`src/rtl/branch_resolve.sv`:
```
// rtl/branch_resolve.sv - branch/jump next-PC resolution with registered valid/ready result
// Optional statistics counters: define BRANCH_RESOLVE_STAT_EN.
module branch_resolve #(
    parameter int              XLEN     = 32,
    parameter logic [XLEN-1:0] RESET_PC = 32'h8000_0000
) (
    input  logic            clk,
    input  logic            rst,
    input  logic            in_valid_i,
    output logic            in_ready_o,
    input  logic [1:0]      op_i,
    input  logic            cmp_taken_i,
    input  logic [XLEN-1:0] pc_i,
    input  logic [XLEN-1:0] imm_i,
    input  logic [XLEN-1:0] rs1_i,
    input  logic            flush_i,
    output logic            out_valid_o,
    input  logic            out_ready_i,
    output logic            taken_o,
    output logic [XLEN-1:0] next_pc_o,
    output logic [XLEN-1:0] link_o,
    output logic            misalign_o
`ifdef BRANCH_RESOLVE_STAT_EN
    ,
    output logic [31:0]     stat_branches_o,
    output logic [31:0]     stat_taken_o,
    output logic [31:0]     stat_jumps_o
`endif
);

    typedef enum logic {
        IDLE,
        HOLD
    } state_t;

    localparam logic [1:0] OP_BR   = 2'b00;
    localparam logic [1:0] OP_JAL  = 2'b01;
    localparam logic [1:0] OP_JALR = 2'b10;

    state_t          state;
    state_t          state_next;
    logic            accept;
    logic            res_taken;
    logic [XLEN-1:0] res_target;
    logic [XLEN-1:0] res_link;
    logic [XLEN-1:0] res_next_pc;
    logic            res_misalign;

    assign out_valid_o = (state == HOLD);
    assign accept      = in_valid_i & in_ready_o;

    always_comb begin
        in_ready_o = ~rst & ((state == IDLE) | (out_valid_o & out_ready_i & ~flush_i));
        state_next = state;
        if (state == HOLD && flush_i) begin
            state_next = IDLE;
        end else if (accept) begin
            state_next = HOLD;
        end else if (state == HOLD && out_ready_i) begin
            state_next = IDLE;
        end
    end

    always_comb begin
        res_taken  = 1'b0;
        res_target = pc_i + imm_i;
        res_link   = pc_i + XLEN'(4);
        case (op_i)
            OP_BR:   res_taken = cmp_taken_i;
            OP_JAL:  res_taken = 1'b1;
            OP_JALR: begin
                res_taken  = 1'b1;
                res_target = (rs1_i + imm_i) & {{(XLEN-1){1'b1}}, 1'b0};
            end
            default: res_taken = 1'b0;
        endcase
        res_next_pc  = res_taken ? res_target : res_link;
        res_misalign = res_taken & (res_target[1] | res_target[0]);
    end

    // Outputs return to their reset values whenever the block goes idle.
    always_ff @(posedge clk) begin
        if (rst) begin
            state      <= IDLE;
            taken_o    <= 1'b0;
            next_pc_o  <= RESET_PC;
            link_o     <= '0;
            misalign_o <= 1'b0;
        end else begin
            state <= state_next;
            if (accept && !(state == HOLD && flush_i)) begin
                taken_o    <= res_taken;
                next_pc_o  <= res_next_pc;
                link_o     <= res_link;
                misalign_o <= res_misalign;
            end else if (state_next == IDLE) begin
                taken_o    <= 1'b0;
                next_pc_o  <= RESET_PC;
                link_o     <= '0;
                misalign_o <= 1'b0;
            end
        end
    end

`ifdef BRANCH_RESOLVE_STAT_EN
    always_ff @(posedge clk) begin
        if (rst) begin
            stat_branches_o <= '0;
            stat_taken_o    <= '0;
            stat_jumps_o    <= '0;
        end else if (accept) begin
            if (op_i == OP_BR) begin
                stat_branches_o <= stat_branches_o + 32'd1;
                if (cmp_taken_i) begin
                    stat_taken_o <= stat_taken_o + 32'd1;
                end
            end
            if (op_i == OP_JAL || op_i == OP_JALR) begin
                stat_jumps_o <= stat_jumps_o + 32'd1;
            end
        end
    end
`endif

endmodule

```
`config.mk`:
```
export PLATFORM = sky130hd
export DESIGN_NAME = branch_resolve
export DESIGN_NICKNAME = d
export VERILOG_FILES = /design/src/rtl/branch_resolve.sv
export SDC_FILE = /design/constraint.sdc
export NUM_CORES = 1
export LEC_CHECK = 0
export BUFFER_PORTS_ARGS = -buffer_cell sky130_fd_sc_hd__buf_2
export CORE_MARGIN = 5
export CORE_UTILIZATION = 40
export DETAILED_ROUTE_END_ITERATION = 8
export PLACE_DENSITY = 0.66
export SYNTH_ARGS = -nofsm -noshare
export SYNTH_HDL_FRONTEND = slang
export SYNTH_SLANG_ARGS = --single-unit
```
`constraint.sdc`:
```
create_clock -name clk -period 2.6 [get_ports clk]
set_input_delay 0.26 -clock clk [delete_from_list [all_inputs] [get_ports clk]]
set_output_delay 0.26 -clock clk [all_outputs]
set_load 0.01 [all_outputs]
```
### Yosys cells after proc, flatten, opt, wreduce, memory -nomap -nowiden

Index checks and enable logic that the tools add are counted.

* word-level logic and storage cells: 40
* register bits after elaboration: 67
* input port bits: 104
* output and inout port bits: 68

* reduce and logical (&&, ||, !) cells: 6
* equality and inequality tests: 3
* bitwise logic cells: 10
* multiplexer cells: 13
* add/sub/neg operators: 3

Operator list (count)
* 32-bit two-way mux: 6
* 32-bit adder: 2
* 32-bit by 3-bit adder with 32-bit output, second input constant: 1
* 1-bit two-way mux: 6
* 1-bit AND: 5
* 1-bit logical AND: 3
* 1-bit inverter: 3
* 2-bit by 1-bit == test with 1-bit output, second input constant: 1
* 2-bit == test, second input constant: 1
* 2-bit logical NOT: 1
* 2-bit by 1-bit != test with 1-bit output, second input constant: 1
* 1-bit bitwise OR: 2
* 1-bit case mux with 2 select lines: 1
* 2-bit OR reduction: 1
* 1-bit logical NOT: 1

### Longest topological paths before layout

* word-level depth: 9
* depth in mapped cells: 12

### Worst setup path after synthesis

OpenSTA, ideal clock, no wires.

* path kind: input -> register
* start: input pc_i[6]
* end: register next_pc_o[29]
* path slack: 107 ps
* cell stages on the path: 10
* required time: 2513 ps
* buffers on the path: 0
* arrival: 2406 ps
* cells stage by stage: ha_1 > and3_1 > a211o_1 > a21o_1 > a21oi_2 > a211oi_2 > a41o_1 > o31a_1 > o211a_1 > o31ai_1

* cells in the longest elaborated chain, start to end: 4

Ends and longest elaborated chain
* from (decl): line 13 `input logic [XLEN-1:0] pc_i,`
* 32-bit adder: line 66 `res_target = pc_i + imm_i;`
* 32-bit two-way mux: line 68 `case (op_i)`
* 32-bit two-way mux *: line 77 `res_next_pc = res_taken ? res_target : res_link;`
* 32-bit two-way mux *: line 91 `if (accept && !(state == HOLD && flush_i)) begin`
* to (signal assigned): line 93 `next_pc_o <= res_next_pc;`
* to (decl): line 20 `output logic [XLEN-1:0] next_pc_o,`

Every way passes the cells marked *; elsewhere a longest branch is shown, timed or not.
A chain may end at the register's enable or synchronous reset.

### Worst setup path after layout

Same ends and word-level chain as after synthesis.

==> results.yml <==
global_route:
  grt_max_degree: 61
  grt_pass1_vias: 7254
  gr-usage-all-layers_pct: 24.2
  grt_pass1_wl_um: 38400
  grt_remaining_overflow: 0
  antenna_found_initial: 1
critical_path:
  start_kind: "input pin"
  crit_required_ns: 2.85
  worstPathArrival_ns: 2.72
  reg2reg_to: "next_pc_o[21]"
  r2r_slack_ns: 0.83
  end_kind: "flip-flop"
  cp-startpoint: "pc_i[6]"
  worstReg2RegStart: "out_valid_o"
  r2r_cells: 3
  worstSetupPathType: "in2reg"
  crit_fanout: 5
die:
  start_util_pct: 40.4
  die_area_mm2: 0.0193
  io_pins: 172
  design.core.area_mm2: 0.0165
  die_h_um: 139
  num_rows: 47
  die_x_um: 139
run:
  max_cap_violations: 0
synthesis:
  synth_edf_count: 0
  yosys_most_used_dff: "dfxtp_1"
  synth_nets: 1069
  synthArstFlopShare_pct: 0
  syn_avg_cell_area_um2: 7.41
  ys_types: 68
  synth_seq_cells: 67
  seq_area_frac_synth_pct: 20.2
  syn_area_mm2: 0.00665
  syn_inst: 898
  yosysWarnings: 0
placement:
  globalplace.congestion: 0.950
  dpl_cell_area_mm2: 0.00877
  place_ws_ns: -0.518
  hpwl_um: 20500
  portBuffers: 171
drt:
  drt-pass1-iter-count: 5
  vias: 7807
  drc: 0
  drt-vias-per-instance: 5.51
  routedWlPerCell_um: 17.3
  drt_iter0_drc: 667
  totalWireLength_um: 24600
  antenna_left: 0
clock_network:
  cts.sinks: 67
  path_clk_slew_ns: 0.06
  h-tree-depth: 3
  ctsHoldBuffers: 0
  insertion_delay_ns: 0.33
  cts_root_buffer: "clkbuf_16"
  clock_path_buffers: 2
  cts_tree: "yes"
  cts_inserted_buffers: 9
sta:
  post-route-min-period_ns: 2.48
  tightest_slew_ns: 0.703
  rsz0062_at_grt: "yes"
  hold_violations: 0
  setup_viol: 0
  timing.setup.tns_ns: 0
  fin_ws_ns: 0.123
  max_freq_ghz: 0.404
  finalCritPeriodShare_pct: 95.3
  finClkSkew_ns: 0.00511
  whs_ns: 0.156
  maxSlewViolCount: 0
  relSlewSlack_pct: 53.1
pwr:
  p_leak_nw: 4.36
  power.density_mw_per_mm2: 447
  totalPowerFinal_mw: 4.12
  vdd_drop_max_mv: 0.423
layout:
  final_area_mm2: 0.00923
  layout-drive-gt1-share_pct: 30.7
  area_growth_pct: 38.8
  finalNetCount: 1361
worst_hold_path:
  min_from: "flush_i"
  whs_path_depth: 2
  holdPathEnd: "out_valid_o"
  min_path_type: "in2reg"
outcome:
  status: "complete, no violations"
-- repair_timing --
action / 4_1_cts / 5_1_grt
endpoints found under the hold margin: 0 / 0
pin swaps: 1 / 14
setup endpoints to repair: 7 / 14
gates resized for setup: 2 / 29
setup buffers: 0 / 1
-- state kept, by name, summed over array words and instances, names as in the netlist --
| register | count |
|---|---|
| misalign_o | 1 |
| next_pc_o | 32 |
| link_o | 32 |
| taken_o | 1 |
| out_valid_o | 1 |
-- how the worst max path moves through the flow --
| stage | end | cells after the start |
|---|---|---|
| 6_report | next_pc_o[29] | 12 |
| 5_1_grt | next_pc_o[25] | 13 |
| 4_1_cts | next_pc_o[28] | 11 |
| 3_5_place_dp | next_pc_o[20] | 14 |
| 3_3_place_gp | next_pc_o[20] | 14 |
| 2_1_floorplan | next_pc_o[29] | 10 |
-- layout by cell type, fill, tap and decap left out, types with 4 or more instances in the layout --
cell / count
clkbuf_16: 9
nor3_1: 15
and4_1: 7
nand3_1: 15
a22oi_1: 11
buf_4: 147
nor2_1: 101
inv_1: 23
xor2_1: 34
o21ai_1: 7
nor2b_1: 7
a211oi_1: 9
dfxtp_1: 67
or3_1: 4
a21o_1: 34
a221oi_1: 6
nand2b_1: 8
o211ai_1: 11
and3_1: 6
mux2i_1: 7
and2_1: 5
o31ai_1: 5
a21oi_1: 111
o21bai_1: 12
ha_1: 65
nand4_1: 19
nand2_1: 92
o22ai_1: 9
o21a_1: 11
buf_2: 171
o21ai_0: 39
xnor2_1: 44
-- routing by layer --
metal | global-route usage (%) | up-vias | part of all wire (%)
li1 | - | 3896 | -
met4 | 6.28 | 0 | 2.0
met3 | 3.17 | 31 | 7.8
met1 | 36.7 | 3574 | 48
met2 | 36.1 | 306 | 42
met5 | 0 | - | 0
-- kinds of logic after synthesis --
logic type | count (synthesis) | synth area share (%)
DFF | 67 | 20.2
adders and majority gates | 67 | 12.8
buffers and inverters | 61 | 3.44
and+or+nand+nor | 299 | 20.8
AOI/OAI and AO/OA | 318 | 31.2
xor gates and xnor gates | 78 | 10.3
muxes | 8 | 1.20
-- through the flow --
step	utilization [%]	std cells
2_1_floorplan	-	898
3_3_place_gp	53.3	1399
3_5_place_dp	53.3	1399
4_1_cts	55.3	1415
5_1_grt	56.1	1416
6_report	56.1	1416
-- final cells by class --
class                   count  area, µm²
repair buffers            319       1980
clock inverters             4       72.6
clock buffers              12        256
well taps                 220        275
inverters                  23       86.3
multi-input cells         770       5220
fillers                  1628       7230
flip-flops and latches     67       1340
diodes                      1       2.50
-- synthesized netlist by cell type, types with 8 or more instances --
| cell type | instances | area, µm² |
|---|---|---|
| a21oi_1 | 112 | 561 |
| nor2_1 | 101 | 379 |
| nand2_1 | 94 | 353 |
| dfxtp_1 | 67 | 1340 |
| ha_1 | 65 | 813 |
| o21ai_0 | 44 | 220 |
| xnor2_1 | 44 | 385 |
| a21o_1 | 34 | 255 |
| clkbuf_1 | 34 | 128 |
| xor2_1 | 34 | 298 |
| inv_1 | 23 | 86.3 |
| nand4_1 | 19 | 119 |
| nor3_1 | 16 | 80.1 |
| nand3_1 | 15 | 75.1 |
| o21bai_1 | 12 | 90.1 |
| a22oi_1 | 11 | 82.6 |
| o211ai_1 | 11 | 82.6 |
| o21a_1 | 11 | 82.6 |
| a211oi_1 | 10 | 75.1 |
| nand2b_1 | 9 | 56.3 |
| o22ai_1 | 9 | 56.3 |
| mux2i_1 | 8 | 80.1 |
| nor2b_1 | 8 | 50.1 |
-- where the power goes --
group          switching (mW)  total (mW)  leakage [nW]  internal (mW)
clock                   0.434        1.32         0.159          0.890
combinational           0.931        1.70          3.65          0.767
sequential             0.0295        1.10         0.546           1.07
total                    1.39        4.12          4.36           2.73
-- critical path, cell delays in order --
cell      delay (ns)
buf_2           0.12
ha_1            0.30
and3_1          0.20
a211o_1         0.29
a21o_1          0.19
a21oi_2         0.16
a211oi_2        0.09
buf_4           0.16
a41o_1          0.25
o31a_1          0.27
o211a_1         0.22
o31ai_2         0.20
Power figures use the tool's default switching activity.
